--- config.mk ---
export PLATFORM = sky130hd
export DESIGN_NAME = collatz_sweep
export DESIGN_NICKNAME = d
export VERILOG_FILES = /design/src/rtl/collatz_sweep.sv
export SDC_FILE = /design/constraint.sdc
export NUM_CORES = 2
export LEC_CHECK = 0
export ABC_AREA = 1
export ABC_CLOCK_PERIOD_IN_PS = 7000
export BUFFER_PORTS_ARGS = -buffer_cell sky130_fd_sc_hd__buf_2
export CORE_ASPECT_RATIO = 0.8
export CORE_MARGIN = 2
export CORE_UTILIZATION = 40
export CTS_CLUSTER_SIZE = 14
export DETAILED_ROUTE_END_ITERATION = 6
export GPL_ROUTABILITY_DRIVEN = 0
export PLACE_DENSITY_LB_ADDON = 0.12
export SLEW_MARGIN = 30
export SYNTH_ARGS = -nofsm -noshare
export SYNTH_HDL_FRONTEND = slang
export SYNTH_SLANG_ARGS = --single-unit
--- constraint.sdc ---
create_clock -name clk -period 7 [get_ports clk]
set_clock_uncertainty 0.15 [all_clocks]
set_input_delay 0.35 -clock clk [delete_from_list [all_inputs] [get_ports clk]]
set_output_delay 0.35 -clock clk [all_outputs]
set_load 0.05 [all_outputs]
--- src/rtl/collatz_sweep.sv ---
// collatz_sweep: sweeps RAM_WORDS consecutive Collatz start values through one iterator and stores each sequence length.
// Optional max tracking (max_count/max_start) is enabled with COLLATZ_SWEEP_MAX_TRACK_EN.
module collatz_sweep #(
    parameter int RAM_WORDS = 256,
    parameter int RAM_ADDR_BITS = 8,
    parameter int COUNT_BITS = 16
) (
    input  logic                     clk,
    input  logic                     reset,
    input  logic                     go,
    input  logic [31:0]              start,
    input  logic [RAM_ADDR_BITS-1:0] rd_addr,
    output logic [COUNT_BITS-1:0]    count,
    output logic                     busy,
`ifdef COLLATZ_SWEEP_MAX_TRACK_EN
    output logic [COUNT_BITS-1:0]    max_count,
    output logic [31:0]              max_start,
`endif
    output logic                     done
);
    typedef enum logic [2:0] {IDLE, LOAD, RUN, WRITE, FIN} state_t;

    state_t                   state, state_next;
    logic [31:0]              start_q, value, load_value;
    logic [RAM_ADDR_BITS-1:0] index;
    logic [COUNT_BITS-1:0]    steps;
    logic [COUNT_BITS-1:0]    ram [RAM_WORDS];
    logic                     last;

    assign load_value = start_q + 32'(index);
    assign last = &index;
    assign busy = state inside {LOAD, RUN, WRITE};

    // go takes priority over every state, including an in-flight sweep
    always_comb begin
        state_next = state;
        case (state)
            LOAD:    state_next = load_value == 32'd0 ? WRITE : RUN;
            RUN:     state_next = value == 32'd1 ? WRITE : RUN;
            WRITE:   state_next = last ? FIN : LOAD;
            FIN:     state_next = IDLE;
            default: state_next = state;
        endcase
        if (go)
            state_next = LOAD;
    end

    always_ff @(posedge clk) begin
        if (reset) begin
            state   <= IDLE;
            start_q <= '0;
            value   <= '0;
            index   <= '0;
            steps   <= '0;
            done    <= 1'b0;
        end else begin
            state <= state_next;
            if (go) begin
                start_q <= start;
                index   <= '0;
                done    <= 1'b0;
            end else begin
                case (state)
                    LOAD: begin
                        value <= load_value;
                        steps <= load_value == 32'd0 ? '0 : COUNT_BITS'(1);
                    end
                    RUN: if (value != 32'd1) begin
                        value <= value[0] ? value * 32'd3 + 32'd1 : value >> 1;
                        steps <= &steps ? steps : steps + COUNT_BITS'(1);
                    end
                    WRITE: begin
                        index <= index + RAM_ADDR_BITS'(1);
                        done  <= last;
                    end
                    default: ;
                endcase
            end
        end
    end

    always_ff @(posedge clk)
        if (state == WRITE)
            ram[index] <= steps;

    // read-before-write: a same-cycle write to rd_addr shows up one cycle later
    always_ff @(posedge clk)
        count <= reset ? '0 : ram[rd_addr];

`ifdef COLLATZ_SWEEP_MAX_TRACK_EN
    always_ff @(posedge clk) begin
        if (reset || go) begin
            max_count <= '0;
            max_start <= '0;
        end else if (state == WRITE && steps > max_count) begin
            max_count <= steps;
            max_start <= load_value;
        end
    end
`endif
endmodule
==> out/results.ini <==
[cts]
path_clk_slew_ns = 0.06
root_buffer = clkbuf_16
numClockSinks = 4204
cts_resized = 0
cts_inserted_buffers = 421
clkLatencyLatePin_ns = 1.04
h-tree-depth = 5
clock_path_buffers = 4
cts_tree = yes

[global_route]
grt_max_degree = 191
antenna_found_initial = 30
grt_pass1_vias = 109000
grt_overflow = 0
grt_first_pass_wirelength_um = 778000
track_usage_pct = 24.3

[floorplan]
dieArea_mm2 = 0.430
fp-row-count = 213
die_w_um = 732
io_pins = 61
initial_core_util_pct = 40.3
core_region_area_mm2 = 0.422
die_h_um = 587

[placed_design]
portBuffers = 60
dp_hpwl_um = 300000

[pwr]
leakage_nw = 58.6
ir_drop_mv = 0.200
power.density_mw_per_mm2 = 274

[sta]
rsz0062_at_grt = no
maxSlewHeadroom_pct = 26.6
setup_viol = 0
hold_ws_ns = 0.0937
maxSlewViolCount = 0
period_needed_ns = 4.15
worstMarginPinSlew_ns = 1.10
timing.final.crit_share_pct = 59.3
hold_viol = 0
max_freq_mhz = 241
fin_tns_setup_ns = 0

[synthesis]
synthArstFlopShare_pct = 0
yosysUniqueCellTypes = 47
synth_largest_area_cell = edfxtp_1
synth-edff-count = 4096
syn-cell-area_mm2 = 0.170
synth_top_flop_cell = edfxtp_1
yosysSeqAreaShare_pct = 73.7
yosys_warnings = 0
syn_area_per_cell_um2 = 12.3
netlist_instances = 13800
synth_nets = 14000
synth-seq-cells = 4204
yosys.area.top_type_share_pct = 72.5
synth_area_leaders = edfxtp_1 (72%), o21ai_0 (6.3%), nor2_1 (5.6%), o22ai_1 (3.8%), nand2_1 (3.1%)

[final_layout]
layout_common_cells = edfxtp_1 (4096), nor2_1 (2461), o21ai_0 (2138), nand2_1 (1383), o22ai_1 (1040)
nets = 13900
num-fill-cells = 37900
final_common_cell = edfxtp_1
areaGrowthSynthToFinish_pct = 12.8
drive_gt1_share_pct = 8.18

[route]
first_iter_violations = 14100
wl_met1_um = 239000
via_per_inst = 5.83
route.met2.wl_um = 242000
highest_layer = met5
ant_nets = 0
via_count = 115000
drc = 0
post_drt_wl_per_cell_um = 27.4
wl_um = 542000
wl_met3_um = 47900
first_pass_iters = 6

[critical_path]
cp_max_fo = 16
worstSetupStartpointType = register
crit_chain = nand2_1 > nor2_4 > clkinv_1 > nor2_1 > inv_1 > nor2_1 > inv_2 > buf_4 > nor2_1 > buf_4
required_ns = 7.54
cpMaxStageDelayCell = nor2_1
cpMostUsedCell = nor2_1
crit_type = register to register
cp_data_arrival_time_ns = 4.70
max_stage_delay_ns = 0.64
end_kind = register

[min_path]
hp-class = primary input to register

[run]
cap_violations = 0

[outcome]
status = finished, final reports clean

[routing by layer]
| metal | up-vias | track usage, % |
|---|---|---|
| met4 | 4 | 6.29 |
| met2 | 5169 | 37.0 |
| li1 | 50800 | - |
| met1 | 58500 | 36.0 |
| met3 | 730 | 4.48 |
| met5 | - | 0 |
[critical path, delay by kind of cell (launching register included)]
family | cells | cell delay, ns
buffers and inverters | 5 | 1.32
AND/OR/NAND/NOR | 5 | 1.90
flip-flops | 1 | 0.41
[layout make-up]
type	instances	area (um2)	share of cell area, %
Antenna cell	6	15.0	0.00784
Clock buffer	539	11200	5.85
Clock inverter	231	2250	1.18
Inverter	187	747	0.390
Multi-Input combinational cell	8481	40200	21.0
Sequential cell	4204	125000	65.4
Tap cell	5590	6990	3.65
Timing Repair Buffer	535	4870	2.54
[stage by stage]
stage	cell area, um2	util [%]	worst slack [ns]	power [mW]	instances
3_3_place_gp	177000	41.9	2.54	30.5	18900
6_report	192000	45.4	2.85	52.5	19800
3_5_place_dp	177000	42.0	2.54	30.6	18900
2_1_floorplan	170000	-	1.33	29.5	13800
5_1_grt	192000	45.4	2.63	54.0	19800
4_1_cts	191000	45.4	2.87	52.8	19800
[repair_timing]
action | CTS | global route
hold buffers | 82 | 0
endpoints found under the hold margin | 73 | 0
buffers inserted | 0 | 0
[registers in the layout (all words and copies together), names as in the netlist, named ones only]
signal / flops
ram: 4096
start_q: 32
value: 31
count: 16
steps: 16
index: 8
state: 3
done: 1
[cells by family after synthesis]
group / share of synthesized area, %
buf+inv: 2.91
xor+xnor: 0.114
fa+ha+maj: 0.473
flops: 73.7
compound gates: 10.9
simple gates: 11.8
[Yosys cell counts (2+ instances only)]
library cell  number
edfxtp_1        4096
nor2_1          2534
o21ai_0         2138
nand2_1         1389
o22ai_1         1040
nand3_1          982
clkbuf_1         594
buf_2            268
inv_1            179
a21oi_1          127
dfxtp_1          108
buf_1             63
ha_1              61
o21ai_1           44
nor3_1            37
buf_4             34
a31oi_1           27
o211ai_1          15
nand4_1           14
xor2_1            13
buf_6             10
nand3b_1           9
xnor2_1            9
a21o_1             5
o21a_1             5
o21bai_1           5
a211oi_1           4
a21boi_0           4
inv_2              4
nor4_1             4
buf_8              3
clkinv_1           3
a2111oi_0          2
fa_1               2
[final timing paths]
check / startpoint / cells after the start / slack [ns] / to
setup / recovery: state[0]$_SDFFE_PP0P_ / 10 / 2.85 / ram[223][10]$_DFFE_PP_
setup reg to reg: state[0]$_SDFFE_PP0P_ / 10 / 2.85 / ram[223][10]$_DFFE_PP_
hold reg to reg: start_q[31]$_SDFFE_PP0P_ / 2 / 0.34 / start_q[31]$_SDFFE_PP0P_
hold / removal: rd_addr[3] / 7 / 0.09 / count[11]$_SDFF_PP0_
[report_power, final]
group          internal [mW]  switching (mW)
combinational          0.691            2.07
sequential              27.3          0.0733
clock                   12.6            9.83
No activity file was read; power rests on OpenSTA's default activity.
